### src/rtl/tdc_pkg.sv
// Shared encodings and constants for the TDC controller and pulse_train_gen.
package tdc_pkg;

    typedef enum logic [1:0] {
        IDLE       = 2'b00,
        PULSE_HIGH = 2'b01,
        PULSE_LOW  = 2'b10,
        DONE       = 2'b11
    } state_t;

    localparam int MIN_PERIOD = 2;

endpackage

### src/rtl/period_timer.sv
// Loadable down-counter with enable and zero flag; holds at zero.
module period_timer #(
    parameter int PERIOD_BITS = 4
) (
    input  logic                   clk,
    input  logic                   rst,
    input  logic                   load,
    input  logic                   en,
    input  logic [PERIOD_BITS-1:0] load_val,
    output logic                   zero
);

    logic [PERIOD_BITS-1:0] count_q, count_d;

    always_comb begin
        count_d = count_q;
        if (load)
            count_d = load_val;
        else if (en && (count_q != '0))
            count_d = count_q - PERIOD_BITS'(1);
    end

    always_ff @(posedge clk) begin
        if (rst)
            count_q <= '0;
        else
            count_q <= count_d;
    end

    assign zero = (count_q == '0);

endmodule

### src/rtl/pulse_train_gen.sv
// Emits count_in single-cycle pulses spaced period_in (min 2) cycles apart, then a done strobe.
// Optional abort input enabled by defining PULSE_TRAIN_GEN_ABORT_EN.
module pulse_train_gen
    import tdc_pkg::*;
#(
    parameter int COUNTER_BITS = 8,
    parameter int PERIOD_BITS  = 4
) (
    input  logic                    clk,
    input  logic                    rst,
    input  logic                    start,
    input  logic [COUNTER_BITS-1:0] count_in,
    input  logic [PERIOD_BITS-1:0]  period_in,
`ifdef PULSE_TRAIN_GEN_ABORT_EN
    input  logic                    abort,
`endif
    output logic                    pulse_out,
    output logic                    ready,
    output logic                    busy,
    output logic                    done
);

    state_t                  state_q, state_d;
    logic [COUNTER_BITS-1:0] remaining_q, remaining_d;
    logic [PERIOD_BITS-1:0]  eff_period_q, eff_period_d;
    logic                    tmr_load, tmr_en, tmr_zero;
    logic [PERIOD_BITS-1:0]  tmr_val;

    period_timer #(.PERIOD_BITS(PERIOD_BITS)) u_low_timer (
        .clk      (clk),
        .rst      (rst),
        .load     (tmr_load),
        .en       (tmr_en),
        .load_val (tmr_val),
        .zero     (tmr_zero)
    );

    always_comb begin
        state_d      = state_q;
        remaining_d  = remaining_q;
        eff_period_d = eff_period_q;
        tmr_load     = 1'b0;
        tmr_en       = 1'b0;
        // Loading eff_period-2 gives a low phase of eff_period-1 cycles.
        tmr_val      = eff_period_q - PERIOD_BITS'(MIN_PERIOD);
        case (state_q)
            IDLE: begin
                if (start) begin
                    remaining_d  = count_in;
                    eff_period_d = (period_in < PERIOD_BITS'(MIN_PERIOD))
                                   ? PERIOD_BITS'(MIN_PERIOD) : period_in;
                    state_d      = (count_in == '0) ? DONE : PULSE_HIGH;
                end
            end
            PULSE_HIGH: begin
                if (remaining_q == COUNTER_BITS'(1)) begin
                    state_d = DONE;
                end else begin
                    remaining_d = remaining_q - COUNTER_BITS'(1);
                    tmr_load    = 1'b1;
                    state_d     = PULSE_LOW;
                end
            end
            PULSE_LOW: begin
                if (tmr_zero)
                    state_d = PULSE_HIGH;
                else
                    tmr_en = 1'b1;
            end
            DONE: state_d = IDLE;
            default: state_d = IDLE;
        endcase
`ifdef PULSE_TRAIN_GEN_ABORT_EN
        if (abort)
            state_d = IDLE;
`endif
    end

    always_ff @(posedge clk) begin
        if (rst) begin
            state_q      <= IDLE;
            remaining_q  <= '0;
            eff_period_q <= '0;
        end else begin
            state_q      <= state_d;
            remaining_q  <= remaining_d;
            eff_period_q <= eff_period_d;
        end
    end

    assign pulse_out = (state_q == PULSE_HIGH);
    assign ready     = (state_q == IDLE);
    assign busy      = (state_q == PULSE_HIGH) || (state_q == PULSE_LOW);
    assign done      = (state_q == DONE);

endmodule

### config.mk
export PLATFORM = sky130hd
export DESIGN_NAME = pulse_train_gen
export DESIGN_NICKNAME = d
export VERILOG_FILES = /design/src/rtl/tdc_pkg.sv /design/src/rtl/period_timer.sv /design/src/rtl/pulse_train_gen.sv
export SDC_FILE = /design/constraint.sdc
export NUM_CORES = 1
export LEC_CHECK = 0
export BUFFER_PORTS_ARGS = -buffer_cell sky130_fd_sc_hd__buf_2
export CAP_MARGIN = 30
export CORE_MARGIN = 2
export CORE_UTILIZATION = 50
export DETAILED_ROUTE_END_ITERATION = 10
export HOLD_SLACK_MARGIN = 0.08
export PLACE_DENSITY_LB_ADDON = 0.3
export REMOVE_ABC_BUFFERS = 1
export SLEW_MARGIN = 20
export SYNTH_ARGS = -nofsm -noshare
export SYNTH_HDL_FRONTEND = slang
export SYNTH_HIERARCHICAL = 1
export SYNTH_SLANG_ARGS = --single-unit
### constraint.sdc
create_clock -name clk -period 1.9 [get_ports clk]
set_clock_uncertainty 0.05 [all_clocks]
set_input_delay 0.285 -clock clk [delete_from_list [all_inputs] [get_ports clk]]
set_output_delay 0.285 -clock clk [all_outputs]
set_load 0.02 [all_outputs]
==> results of run 1 <==
-- through the flow --
step	TNS, ns	instances	instance area, um^2	power (mW)	hold WS [ns]
2_1_floorplan	-1.95	145	1200	1.64	0.297
3_3_place_gp	0	205	1430	2.06	0.399
3_5_place_dp	-0.0664	205	1430	2.13	0.403
4_1_cts	0	209	1470	2.39	0.184
5_1_grt	0	212	1530	2.72	0.195
6_report	0	212	1530	2.53	0.191
-- synthesized netlist by cell type (2+ instances only) --
master / instances
a21o_1: 2
a21oi_2: 4
a211o_1: 2
a211oi_1: 2
nor2b_1: 4
o21ai_1: 5
a21oi_1: 11
nand3_1: 5
o31ai_1: 2
a31oi_1: 2
o2bb2ai_1: 2
nor3_1: 7
nand2_1: 10
a311oi_1: 2
nand2b_1: 4
inv_1: 14
nor2_1: 17
ha_1: 9
nand4b_1: 2
mux2_2: 2
dfxtp_1: 18
nor4_1: 2
-- final cells by class --
class,instances,area [um^2],share of cell area
Multi-Input combinational cell,113,820,0.535
Clock buffer,4,36.3,0.0237
Timing Repair Buffer,35,221,0.144
Sequential cell,18,368,0.240
Inverter,14,52.6,0.0343
Tap cell,28,35.0,0.0229
-- flip-flops by register name, indices dropped and copies added, names as in the netlist --
name	count
remaining_q	8
eff_period_q	4
u_low_timer/count_q	4
state_q	2
-- critical path, stage by stage (launching register included) --
cell	delay (ns)
dfxtp_4	0.36
inv_2	0.07
ha_2	0.17
or3b_4	0.38
inv_2	0.06
nor2b_2	0.05
buf_4	0.16
a21o_1	0.16
a311oi_1	0.27
-- per-layer routing --
layer,global-route usage,part of all wire
met3,0.0650,0.040
met2,0.416,0.52
met5,0,0
met4,0.120,0.022
met1,0.238,0.42
-- power groups by stage --
stage / Sequential [mW] / Clock (mW) / Combinational [mW]
detailed placement: 0.660 / 0 / 1.47
global placement: 0.649 / 0 / 1.41
finish: 0.675 / 0.246 / 1.61
floorplan: 0.623 / 0 / 1.02
global route: 0.692 / 0.264 / 1.76
CTS: 0.654 / 0.252 / 1.48
-- kinds of logic (layout without fill, tap and decap cells) --
| logic type | count (synthesis) | in the layout | share of synthesized area |
|---|---|---|---|
| fa+ha+maj | 9 | 9 | 0.0921 |
| simple gates | 57 | 57 | 0.246 |
| mux | 3 | 3 | 0.0266 |
| flops | 18 | 18 | 0.295 |
| xor+xnor | 1 | 1 | 0.00717 |
| compound gates | 43 | 43 | 0.271 |
| buf+inv | 18 | 53 | 0.0624 |
-- timing repair --
action,in CTS,in global routing
pin swaps,0,4
resized for setup,3,15
setup endpoints to repair,3,10
setup buffers,0,3
-- worst max path at each step --
stage                             endpoint              startpoint  slack [ns]  depth (start not counted)
floorplan                   remaining_q[6]              state_q[1]       -0.22                          6
global placement                state_q[0]  u_low_timer/count_q[0]        0.06                          8
detailed placement              state_q[0]  u_low_timer/count_q[0]       -0.05                          8
CTS                 u_low_timer/count_q[3]  u_low_timer/count_q[0]        0.01                          8
global route        u_low_timer/count_q[0]  u_low_timer/count_q[0]       0.007                          8
finish              u_low_timer/count_q[0]  u_low_timer/count_q[0]        0.07                          8
==> impl.org, run 1 <==
** Power and ir drop
- The share of total power dissipated in sequential elements is 0.266.
- Cell Pwr Density :: ~1700 nW/um^2
- Total net switching power :: about 1.1 mW
- Leakage dissipation :: just over 0.6 nW
- Internal power :: 1.40 mW
- Combinational Power Share :: 0.637
- Maximum ir drop on the vdd rail :: 0.000969 V
- Clock network fraction of design power :: 0.097
- Of the total power, the share spent switching nets is 0.448.

** Clock network
- Number of clock sinks :: 18
- Hold buffer count at CTS :: 0
- Clock latency on the worst-skew pair, taken at its later pin, is ~0.31 ns.
- Max H-tree Level :: 1
- In this run the clock root is driven by a clkbuf_4.
- Clock input transition at the sequential cells of the worst setup and hold paths :: around 0.11 ns
- Cts bufs inserted :: 3
- The clock passes through at most 2 buffers.
- TritonCTS built the clock tree.

** Finish
- Once layout is complete, the utilization of the core stands at 0.680.
- The top cell types in the final layout, fill and taps aside, are buf_2 (18), nor2_1 (17), buf_4 (16).
- In the final layout, the share of cells above drive strength 1 is 0.353.
- Nets :: ~210
- # fillers :: just over 200
- The area growth from synthesis to layout is 25.4%.
- Leaving out fill and tap cells, the most frequent cell in the layout is buf_2.
- Diode count :: 0

** Place
- Global placement routability congestion :: approximately 0.85
- Worst slack at placement :: -0.0462 ns
- During placement, the flow inserted port buffers numbering 18.
- After legalization and detailed placement, the total HPWL measured between 2000 and 2500 um.

** Synth
- Top post-synthesis cells by area :: dfxtp_1 (29%), ha_1 (9.2%), nor2_1 (5.2%)
- Synthesis produced 149 cells.
- After synthesis the cells add up to between 1000 and 1500 um^2.
- Avg Synthesized Cell Area :: between 8 and 9 um^2
- Synthesis instantiated between 40 and 50 different standard cells from the library.
- Top FF cell, synth :: dfxtp_1
- In this run, synthesis produced a sequential element count of 18.
- In the synthesized netlist the async set-or-reset flop fraction comes to 0.
- Counting flops with a built-in enable in the synthesized netlist gives 0.
- dfxtp_1 takes more of the synthesized area than any other cell.
- Syn. warnings :: 6
- Synth top area share :: 0.295
- Sequential fraction of the synthesis area :: 0.295

** Floorplanning
- Die area :: about 2900 um^2
- Y dimension of the die :: around 53 um
- Floorplan die width :: 53.4 um
- Core ar. :: between 2000 and 2500 um^2
- Pin placement for this block handled 19 I/O pins.
- Row generation in the floorplan step produced 17 rows.
- Initial core utilization :: 0.542

** Worst setup path
- End of the worst register-to-register path :: u_low_timer/count_q[0]
- STA classifies the critical path endpoint as a flop.
- Data on the critical path arrives at its endpoint at 1.99 ns.
- Critical path launch point type :: flop
- By startpoint and endpoint, the worst setup path is classified as flop to flop.
- For the worst setup path, the data required time is 2.06 ns.
- In this run the critical register-to-register path is launched from u_low_timer/count_q[0].
- Worst-case register-to-register setup slack :: around 0.072 ns
- The worst register-to-register path has a depth of 8.
- Of all nets on the critical path, the largest fanout is 5.

** Timing
- Setup repair after global routing left no endpoint under its margin.
- Worst-case headroom to the max-slew limit :: 0.628
- For the pin with the worst max-slew slack, the measured transition is roughly 0.55 ns.
- Final hold vios :: 0
- Max Clk Rate :: between 500 and 600 MHz
- The max-slew violation count came to 0.
- Crit path setup slack, layout :: slightly above 0.07 ns
- Endpoints failing setup :: 0
- Tcrit/Tclk final :: 0.962
- Clock period minus final worst setup slack :: 1.83 ns

** Flow run
- The tool flagged a number of max-cap violations equal to 0.

** Hold path
- Along the worst hold path, the cell count comes to 3.
- For hold timing, the worst endpoint is eff_period_q[2].
- Hold wc startpoint :: period_in[2]
- Hold WC Path Type :: primary input to flop

** Routing
- Average wire per standard cell :: ~14 um
- The first routing iteration left 10 violations.
- Vias post-DR :: 1204
- Via-per-instance ratio :: between 5 and 6
- Post-route antenna net violation count :: 0
- Overall routed net length :: around 2900 um
- For this run, design rule violations remaining after detail routing come to 0.
- Drt first pass iters :: 4

** Global routing
- After global routing the overflow that remains totals 0.
- The initial antenna violation count came to 0.
- Via count of the first global-routing pass :: about 1.1k
- Entering global routing, the biggest net connects 14 pins.
- Global-route wire length before repair :: 4690 um
- Across every metal layer, demand over resource in global routing totals 0.231.

** Run status
- The flow ran to the end, and the final reports show no timing, DRC or antenna violations.
Power figures use the tool's default switching activity.
==> inputs of run 2 (changes only) <==
CELL_PAD_IN_SITES_DETAIL_PLACEMENT = 1   (was unset)
CELL_PAD_IN_SITES_GLOBAL_PLACEMENT = 2   (was unset)
CORE_UTILIZATION = 33   (was 50)
PLACE_DENSITY_LB_ADDON = 0.08   (was 0.3)
clock period = 1.69 ns   (was 1.9 ns; I/O delays follow)
==> run 2 against run 1 <==
The run now ends with setup timing left. Non-clock buffer count grew 19. Die area increased by 47%. Core utilization down 18 points. Total power increased by 36%. Critical path type unchanged. Highest routed layer unchanged.
==> impl.org, run 2 (synthesis results as in run 1) <==
** Run status
- Run status :: complete, but fails checks
- Failing checks :: setup timing

** Global routing
- Global-route wire length before repair :: ~6400 um
- Via count of the first global-routing pass :: ~1.4k
- Maximum number of pins on one net before global-route repair :: 15
- The initial antenna violation count is 0.
- Residual overflow from global routing :: 0
- For this run, the total global-route usage over all layers was measured as 0.195.

** Worst setup path
- STA puts the critical path data arrival time at between 1.5 and 2 ns.
- The worst setup path is captured at a flop.
- The startpoint identified for the worst register-to-register timing path is u_low_timer/count_q[1].
- R2R depth :: 8
- The worst register-to-register path ends at state_q[0].
- The setup check on the worst reg-to-reg path leaves a slack of -0.09 ns.
- CP Max Fanout :: 4
- At the worst endpoint, the required time is 1.82 ns.
- Class of the most critical setup path :: flop to flop
- The worst setup path is launched from a flop.

** Routing
- Average wire per standard cell :: around 15 um
- The final layout contains routed wiring with a total length of ~3700 um.
- DRC errors left :: 0
- Vias post-DR :: 1263
- The count of nets left with antenna violations once routing finished came out at 0.
- Initial drt markers :: 44
- Drt first pass iters :: 3
- After detailed routing, the number of vias per cell comes to just over 5.

** Flow run
- The tool flagged a number of max-cap violations equal to 0.

** Clock network
- Cts bufs inserted :: 3
- In this run, post-CTS hold repair placed 0 buffers.
- Max H-tree Level :: 1
- For the worst-skew pair, the clock arrives at the later sink with an insertion delay of 0.26 ns.
- Clock Root Buffer :: clkbuf_8
- CTS tree :: built
- Clock input transition at the sequential cells of the worst setup and hold paths :: approximately 0.070 ns
- Maximum count of clock buffers along a single path :: 2
- Counting every sink on the clock net gives 18.

** Timing
- Final hold vios :: 0
- Unrepaired setup endpoints after global routing :: yes
- Clock period minus final worst setup slack :: roughly 1.8 ns
- Crit path setup slack, layout :: -0.0890 ns
- Max Transition Viols Final :: 0
- Worst-case headroom to the max-slew limit :: 0.784
- Endpoints failing setup :: 6
- At the pin with the least slew margin, the transition time is approximately 0.32 ns.
- Max Clk Rate :: approximately 560 MHz
- Hold timing on the final database bottoms out at a slack of around 0.22 ns.
- Tcrit/Tclk final :: 1.05

** Finish
- Nets :: about 230
- The finished cells cover between 1500 and 2000 um^2.
- Utilization after layout :: 0.499
- Register name with the most flops :: remaining_q
- Leading cell types in the layout, fill and taps excluded :: buf_4 (34), buf_2 (18), nor2_1 (16)
- The filler cells instantiated in the layout total 444.
- Synthesis-to-layout area growth :: 47.2%
- Top Registers :: remaining_q (8), eff_period_q (4), u_low_timer/count_q (4)
- In the final layout, the share of cells above drive strength 1 is 0.463.
- Area occupied by registers :: 368 um^2
- Most common cell after layout, fill and taps aside :: buf_4
- In the final layout, the multi-input gates occupy approximately 880 um^2.
- The register with the most flip-flops in the layout has 8 of them.
- 0 antenna diodes ended up in the layout.

** Floorplanning
- The initial utilization of the core area, before any placement, comes to 0.339.
- In this run the count of I/O pins placed on the die edge is 19.
- The floorplan step defined a core boundary enclosing around 3600 um^2.
- Placement row count :: 22
- The die is around 65 um wide.
- In this run the vertical extent of the chip is 64.9 um.
- The die covers approximately 4200 um^2.

** Place
- Detailed placer's ending HPWL :: approximately 2900 um
- Number of port buffers :: 18
- Global placement routability congestion :: between 0.7 and 0.8
- Area after detailed placement :: between 1500 and 2000 um^2

** Power and ir drop
- Leakage dissipation :: 0.749 nW
- For this design the ratio of total power to cell area is between 1500 and 2000 nW/um^2.
- VDD sags by at most ~0.00073 V.

** Hold path
- Number of cells on the worst hold path :: 3
- Hold wc startpoint :: period_in[3]
- The path with the worst hold slack has its endpoint at eff_period_q[3].
- Hold WC Path Type :: primary input to flop
[run 2: cell count changes in the layout (fill, tap and decap cells not counted), moves of 2 or more]
cell and change:
o21ai_2 +2, a311oi_1 -2, ha_1 -2, o21ai_1 -2, nand2b_4 +2, a311oi_2 +2
clkbuf_4 -3, clkbuf_8 +3, ha_4 +2, nand2b_1 -2, buf_4 +18
[run 2: layout make-up]
type | count | share of cell area
well taps | 48 | 0.0334
inverters | 14 | 0.0306
flip-flops and latches | 18 | 0.204
multi-input cells | 113 | 0.492
clock buffers | 4 | 0.0306
repair buffers | 54 | 0.209
[run 2: repair_timing]
item	CTS	global route
endpoints found under the setup margin	13	13
buffers inserted	2	2
gates cloned	0	0
gates resized for setup	20	12
pin swaps	5	5
[run 2: power breakdown]
part	switching (mW)	leakage (nW)	internal, mW
registers	0.117	0.150	0.593
clock network	0.153	0.0288	0.207
logic	1.20	0.570	1.18
total	1.47	0.749	1.98
[run 2: worst max-delay path by stage]
stage	startpoint	end	cells past startpoint
finish	u_low_timer/count_q[1]	state_q[0]	8
global route	u_low_timer/count_q[1]	state_q[0]	8
CTS	u_low_timer/count_q[0]	state_q[0]	8
detailed placement	u_low_timer/count_q[1]	u_low_timer/count_q[3]	8
global placement	u_low_timer/count_q[0]	state_q[0]	8
floorplan	state_q[1]	remaining_q[6]	6
[run 2: stage by stage]
stage / setup TNS [ns] / worst slack (ns) / instances / power, mW
6_report: -0.273 / -0.0890 / 251 / 3.45
5_1_grt: -1.27 / -0.165 / 251 / 3.76
4_1_cts: -0.222 / -0.0658 / 249 / 3.32
3_5_place_dp: -1.59 / -0.228 / 243 / 2.76
3_3_place_gp: -0.949 / -0.126 / 243 / 2.68
2_1_floorplan: -4.73 / -0.428 / 145 / 1.84
[run 2: routing by layer]
layer  part of all wire  up-vias  GRT usage
met5                  0        -          0
met2               0.54       13      0.372
li1                   -      647          -
met4              0.010        0     0.0612
met3              0.023        4     0.0365
met1               0.43      599      0.213
[run 2: worst max-delay path: stages (launching register included)]
cell     delay (ns)
dfxtp_2        0.33
inv_2          0.07
ha_4           0.12
or3b_4         0.39
inv_4          0.08
nor2b_4        0.04
or2_4          0.25
a211o_1        0.24
a21oi_2        0.12
